File: config.mk
export PLATFORM = sky130hd
export DESIGN_NAME = dct8_fwd_serial
export DESIGN_NICKNAME = d
export VERILOG_FILES = /design/src/rtl/dct8_fwd_serial.sv
export SDC_FILE = /design/constraint.sdc
export NUM_CORES = 2
export LEC_CHECK = 0
export ABC_AREA = 1
export CAP_MARGIN = 15
export CORE_MARGIN = 4
export CORE_UTILIZATION = 65
export DETAILED_ROUTE_END_ITERATION = 10
export GPL_TIMING_DRIVEN = 1
export PLACE_DENSITY_LB_ADDON = 0.05
export SLEW_MARGIN = 20
export SYNTH_ARGS = -nofsm -noshare
export SYNTH_HDL_FRONTEND = slang
export SYNTH_SLANG_ARGS = --single-unit
File: constraint.sdc
create_clock -name clk -period 14.15 [get_ports clk]
set_input_delay 3.5375 -clock clk [delete_from_list [all_inputs] [get_ports clk]]
set_output_delay 3.5375 -clock clk [all_outputs]
set_load 0.05 [all_outputs]
File: src/rtl/dct8_fwd_serial.sv
// Forward 8-point HEVC integer DCT, serial in / serial out.
// Accumulates the eight dot products in parallel as the samples arrive, then streams the results.
module dct8_fwd_serial #(
    parameter int IN_W  = 16,
    parameter int OUT_W = 16
) (
    input  logic                    clk,
    input  logic                    reset,
    input  logic                    s_valid,
    output logic                    s_ready,
    input  logic signed [IN_W-1:0]  s_data,
    input  logic [5:0]              shift,
    output logic                    m_valid,
    input  logic                    m_ready,
    output logic signed [OUT_W-1:0] m_data,
    output logic [2:0]              m_index,
    output logic                    m_last
);
    localparam int ACC_W = IN_W + 10;

    localparam logic signed [ACC_W:0] HI = (2 ** (OUT_W - 1)) - 1;
    localparam logic signed [ACC_W:0] LO = -(2 ** (OUT_W - 1));

    localparam logic signed [7:0] CM [64] = '{
         64,  64,  64,  64,  64,  64,  64,  64,
         89,  75,  50,  18, -18, -50, -75, -89,
         83,  36, -36, -83, -83, -36,  36,  83,
         75, -18, -89, -50,  50,  89,  18, -75,
         64, -64, -64,  64,  64, -64, -64,  64,
         50, -89,  18,  75, -75, -18,  89, -50,
         36, -83,  83, -36, -36,  83, -83,  36,
         18, -50,  75, -89,  89, -75,  50, -18
    };

    typedef enum logic [1:0] {LOAD, ROUND, DRAIN} state_t;

    state_t                  state;
    state_t                  state_nxt;
    logic [2:0]              n;
    logic [5:0]              sh_q;
    logic signed [ACC_W-1:0] acc  [8];
    logic signed [ACC_W-1:0] term [8];
    logic signed [ACC_W-1:0] sel_acc;
    logic [2:0]              sel_idx;
    logic                    s_fire;

    // Round-half-up, arithmetic shift, then clamp into the output range.
    // Shifts wider than the rounded sum leave only the sign.
    function automatic logic signed [OUT_W-1:0] rnd_sat(
        input logic signed [ACC_W-1:0] a,
        input logic [5:0]              sh
    );
        logic signed [ACC_W:0] sum;
        logic signed [ACC_W:0] q;
        sum = (ACC_W + 1)'(a);
        if (sh != 6'd0 && int'(sh) <= ACC_W)
            sum = sum + ({{ACC_W{1'b0}}, 1'b1} << (sh - 6'd1));
        if (int'(sh) > ACC_W)
            q = a[ACC_W-1] ? '1 : '0;
        else
            q = sum >>> sh;
        if (q > HI)
            q = HI;
        else if (q < LO)
            q = LO;
        return OUT_W'(q);
    endfunction

    assign s_fire  = s_valid && s_ready;
    assign m_last  = m_valid && (m_index == 3'd7);
    assign sel_idx = (state == ROUND) ? 3'd0 : 3'(m_index + 3'd1);
    assign sel_acc = acc[sel_idx];

    // State register.
    always_ff @(posedge clk) begin
        if (reset)
            state <= LOAD;
        else
            state <= state_nxt;
    end

    // Next state and handshake outputs, decoded from state only.
    always_comb begin
        state_nxt = state;
        s_ready   = 1'b0;
        m_valid   = 1'b0;
        unique case (state)
            LOAD: begin
                s_ready = 1'b1;
                if (s_valid && n == 3'd7)
                    state_nxt = ROUND;
            end
            ROUND: state_nxt = DRAIN;
            DRAIN: begin
                m_valid = 1'b1;
                if (m_ready && m_index == 3'd7)
                    state_nxt = LOAD;
            end
            default: state_nxt = LOAD;
        endcase
    end

    // One constant-coefficient product per output row for the current sample.
    always_comb begin
        for (int k = 0; k < 8; k++)
            term[k] = ACC_W'(CM[k * 8 + int'(n)]) * ACC_W'(s_data);
    end

    // Sample counter and per-block shift capture on the first sample.
    always_ff @(posedge clk) begin
        if (reset) begin
            n    <= 3'd0;
            sh_q <= 6'd0;
        end else if (s_fire) begin
            n <= n + 3'd1;
            if (n == 3'd0)
                sh_q <= shift;
        end
    end

    // Accumulators restart on the first sample of each block.
    always_ff @(posedge clk) begin
        if (s_fire) begin
            for (int k = 0; k < 8; k++)
                acc[k] <= ((n == 3'd0) ? '0 : acc[k]) + term[k];
        end
    end

    // Output register: load X[0] in ROUND, advance on each accepted coefficient.
    always_ff @(posedge clk) begin
        if (reset) begin
            m_data  <= '0;
            m_index <= 3'd0;
        end else if (state == ROUND) begin
            m_data  <= rnd_sat(sel_acc, sh_q);
            m_index <= 3'd0;
        end else if (state == DRAIN && m_ready && m_index != 3'd7) begin
            m_data  <= rnd_sat(sel_acc, sh_q);
            m_index <= m_index + 3'd1;
        end
    end

endmodule

== Word-level counts from Yosys, hierarchy flattened ==
Memory sizes are Yosys's and may differ from the RTL's.
Cells that the tools add are included.

* $add $sub $neg: 19
* Multiply operators: 8
* Magnitude comparators: 14
* Equality and inequality tests: 7
* Shift-type cells: 3
* Multiplexer cells: 52
* Bitwise logic cells: 8
* Reduce and logical (&&, ||, !) cells: 14

{| class="wikitable"
|+ Operators with widths
! cell !! count
|-
| 2-to-1 mux 27 bit || 14
|-
| >= comparator 32 x 7 -> 1 bit (second input constant) || 8
|-
| adder 26 bit || 8
|-
| 2-to-1 mux 26 bit || 8
|-
| multiplier 8 x 16 -> 24 bit || 8
|-
| 2-to-1 mux 8 bit || 16
|-
| NOT 7 -> 32 bit || 4
|-
| 2-to-1 mux 16 bit || 6
|-
| NOT 6 -> 32 bit || 2
|-
| > comparator 27 x 16 -> 1 bit (second input constant) || 2
|-
| less-than comparator 27 x 16 -> 1 bit (second input constant) || 2
|-
| >>> shifter 27 x 6 -> 27 bit || 2
|-
| NOT 3 -> 32 bit || 1
|-
| NOT 5 -> 32 bit || 1
|-
| adder 6 x 3 -> 7 bit (first input constant) || 4
|-
| adder 27 bit || 1
|-
| left shift 1 x 6 -> 27 bit (first input constant) || 1
|-
| adder 5 x 3 -> 6 bit (first input constant) || 2
|-
| logical AND 1 bit || 7
|-
| adder 3 x 1 -> 3 bit (second input constant) || 2
|-
| == test 3 bit (second input constant) || 2
|-
| > comparator 6 x 5 -> 1 bit (second input constant) || 1
|-
| less-or-equal comparator 6 x 5 -> 1 bit (second input constant) || 1
|-
| case mux 2 bit (3 select lines) || 1
|-
| 15 further kinds || 21
|}

* Register bits: 30
* Bits in writable memories: 208
* Memory bits (read-only): 4,096
* Bits of input ports: 26
* Word-level logic and storage cells: 139
* Memories kept: 9

{| class="wikitable"
|+ Memory list
! memory !! depth !! bits a word !! rd ports !! clocked after memory_dff !! write ports !! line !! RTL
|-
| (name not given) || 64 || 8 || 1 || 0 || 0 || 106 || <nowiki>term[k] = ACC_W'(CM[k * 8 + int'(n)]) * ACC_W'(s_data);</nowiki>
|-
| (name not given) || 64 || 8 || 1 || 0 || 0 || 106 ||
|-
| (name not given) || 64 || 8 || 1 || 0 || 0 || 106 ||
|-
| (name not given) || 64 || 8 || 1 || 0 || 0 || 106 ||
|-
| (name not given) || 64 || 8 || 1 || 0 || 0 || 106 ||
|-
| (name not given) || 64 || 8 || 1 || 0 || 0 || 106 ||
|-
| 3 more memories || - || - || - || - || - || - ||
|}

== Longest topological paths before layout ==
An unclocked memory read counts as a cell.

* Word-level depth: 18
* Gate-level depth with buffers: 44
* Gate-level depth less buffers: 41

== Least setup slack after synthesis ==
Ideal clock, no wire load.

* Kind: input port to flip-flop
* From: input port s_data[7]
* To: memory acc[5][25] in the netlist's numbering, data pin
* Library setup time: 0.269 ns
* Arrival: 9.769 ns
* Required time: 13.881 ns
* Path slack: 4.112 ns
* Cell stages on the path: 37
* Cells stage by stage: clkbuf_1 inv_1 clkbuf_1 nor2_1 fa_1 inv_1 fa_1 inv_1 fa_1 inv_1 fa_1 inv_1 ha_1 nand2_1 nor2_1 nand2_1 and3_1 o21ai_0 a21oi_1 o21ai_0 a21boi_0 o21ai_0 nand2_1 nand2_1 a21oi_1 o21bai_1 a21oi_1 nand2_1 nand2_1 ha_1 nand2_1 nor3_1 nand2_1 nor4_1 nand2_1 nand3_1 xor3_1

{| class="wikitable"
|+ RTL lines
! what !! line !! RTL
|-
| from (decl) || 11 || <nowiki>input logic signed [IN_W-1:0] s_data,</nowiki>
|-
| to (decl) || 41 || <nowiki>logic signed [ACC_W-1:0] acc [8];</nowiki>
|}

==> metrics.yaml <==
hold_viol: 0
fmax_mhz: 85.00
r2r_cells: 37
first_iter_violations: 3945
final_common_cell: "inv_1"
clock_sink_count: 238
io_pins: 48
io_buffers: 47
required_ps: 14500
ys_types: 51
max_cap_violations: 0
drive_above_1_share_pct: 2.346
die_h_um: 284.0
nFillCells: 6401
grt_pass1_vias: 41280
slew_headroom_pct: 22.74
cts_buffers: 31
finalSetupViolations: 0
rsz0062_at_grt: "no"
ys_top_cells_by_area: "fa_1 (25%), ha_1 (14%), edfxtp_1 (13%)"
core_area_um2: 74950
tightest_slew_ps: 1159
critPathArrivalTime_ps: 12120
cp_max_fo: 22
layout_min_cycle_time_ps: 11770
crit_type: "in -> reg"
setup_ws_ps: 2385
post_cts_resized: 0
clock_latency_ps: 620
setup-tns-final_ps: 0
placementRows: 100
synth_ff_type: "edfxtp_1"
synth_edf_count: 208
async_flop_share_pct: 0
place_ws_ps: 1916
fin_skew_ps: 19.71
firstDrtPassIters: 6
syn-num-nets: 7725
antennaDiodeCount: 0
regArea_um2: 6848
fin_crit_sh_pct: 83.15
holdWs_ps: 464.7
multi_input_area_um2: 35930
cts_setup_buffers: 0
syn_inst: 6502
chipWidth_um: 284.0
dpl.hpwl_um: 125900
min_to: "m_data[15]$_SDFFE_PP0P_"
outcome: "complete, no violations"
ys_seq_area_share_pct: 13.83
clk_pin_slew_worst_paths_ps: 60
reg2reg_to: "acc[7][25]$_DFFE_PP_"
cpMaxStageDelayCell: "o21ai_0"
hold_class: "reg -> reg"
finalMaxSlewViolations: 0
start_kind: "input port"
synth_largest_area_cell: "fa_1"
initial_core_util_pct: 66.04
syn_to_final_growth_pct: 4.714
routabilityCongestion: 0.9885
drt-total-wl_um: 152900
cts_hold_buffers: 0
overflow: 0
yosysWarnings: 0
antenna_left: 0
reg2reg_slack_ps: 3480
cts.path.max_buffers: 3
route.detailed.drc: 0
via_per_inst: 5.663
fin_nets: 7678
grt_max_degree: 82
antenna_found_initial: 1
synth_top_area_share_pct: 25.28
timing.rr.start: "n[1]$_SDFFE_PP0P_"
hp-start: "m_data[15]$_SDFFE_PP0P_"
via_count: 42170
crit_top_cell: "inv_1"
dieArea_um2: 80630
grt_usage_pct: 38.00
htreeDepth: 1
grt_pass1_wl_um: 237400
ys_ff_latch: 238
root_buffer: "clkbuf_16"
hold_depth: 2
worst_path_largest_cell_delay_ps: 700
cp-end-kind: "flop"
final_cell_mix: "inv_1 (1,562), nand2_1 (1,022), nor2_1 (769), fa_1 (625), ha_1 (572)"
cts_tree: "done"
synth.cell_area_um2: 49500
avgSynthCellArea_um2: 7.613
wire_per_inst_um: 20.53
==> cells in the mapped netlist, types with 3 or more instances <==
cell      count
o21bai_1     33
xnor2_1     111
nand3_2       6
nor3_1       22
ha_1        572
a21o_1       12
nor2_2        3
buf_2        24
o211ai_1     68
edfxtp_1    208
xor2_1      237
o31ai_1      10
clkbuf_1    126
o21ai_1      17
a21oi_1     394
inv_2        10
dfxtp_1      30
inv_1      1563
fa_1        625
a221oi_1      5
o21ai_0     217
or2_2         8
buf_4        12
clkinv_1      7
o21a_1        9
and2_1        3
o221ai_1      7
xor3_1        3
buf_1        22
nand3b_1      4
buf_6         4
nand4_1      21
nor2_1      772
a21boi_0     17
nor4_1        4
nand3_1     257
nand2_1    1024
a31oi_1      16
==> registers in the layout, indices dropped and copies added, names as in the netlist <==
name / count
acc: 208
m_data: 16
sh_q: 6
m_index: 3
n: 3
state: 2
==> metal layers <==
| layer | track usage (%) | routed length, µm |
|---|---|---|
| met5 | 0 | 13 |
| met4 | 21.99 | 11590 |
| met3 | 6.080 | 14210 |
| met2 | 57.18 | 64850 |
| met1 | 52.40 | 62210 |
==> worst max-delay path, delay by kind of cell <==
family | cells | cell delay, ps
AOI/OAI and AO/OA | 9 | 2450
xor gates and xnor gates | 2 | 740
adders and majority gates | 6 | 2520
buffers and inverters | 9 | 1700
and+or+nand+nor | 6 | 1190
==> layout make-up <==
cell class / count / area share [%]
repair buffers: 108 / 1.791
flip-flops and latches: 238 / 13.21
well taps: 969 / 2.339
inverters: 1582 / 11.48
clock buffers: 37 / 1.540
multi-input cells: 4494 / 69.32
clock inverters: 19 / 0.3211
==> worst max-delay path by stage <==
stage	slack, ps	to	startpoint	cells after the start
after floorplan	4110	acc[5][25]$_DFFE_PP_	s_data[7]	37
after global placement	2190	acc[7][25]$_DFFE_PP_	s_data[2]	34
after detailed placement	1920	acc[3][25]$_DFFE_PP_	s_data[5]	32
after CTS	2530	acc[3][25]$_DFFE_PP_	s_data[5]	32
after global routing	1810	acc[3][25]$_DFFE_PP_	s_data[5]	32
final	2380	acc[3][25]$_DFFE_PP_	s_data[5]	32
==> per-stage QoR <==
| stage | cell area, µm² | cells | util [%] |
|---|---|---|---|
| finish | 51830 | 7447 | 69.16 |
| global route | 51830 | 7447 | 69.16 |
| CTS | 51830 | 7447 | 69.15 |
| detailed placement | 50860 | 7391 | 67.87 |
| global placement | 50860 | 7391 | 67.87 |
| floorplan | 49500 | 6502 | - |
==> kinds of logic (layout without fill, tap and decap cells) <==
group                    count (synthesis)  count (layout)  synth area share, %
XOR/XNOR                               353             353                6.393
AND/OR/NAND/NOR                       2133            2133                17.28
buffers and inverters                 1770            1746                13.65
adder cells (fa/ha/maj)               1197            1197                39.74
flip-flops                             238             238                13.83
AO/OA/AOI/OAI                          811             811                9.118
Power is not shown: default switching activity piles up to over one toggle a cycle in this logic, so the estimate is an artifact.
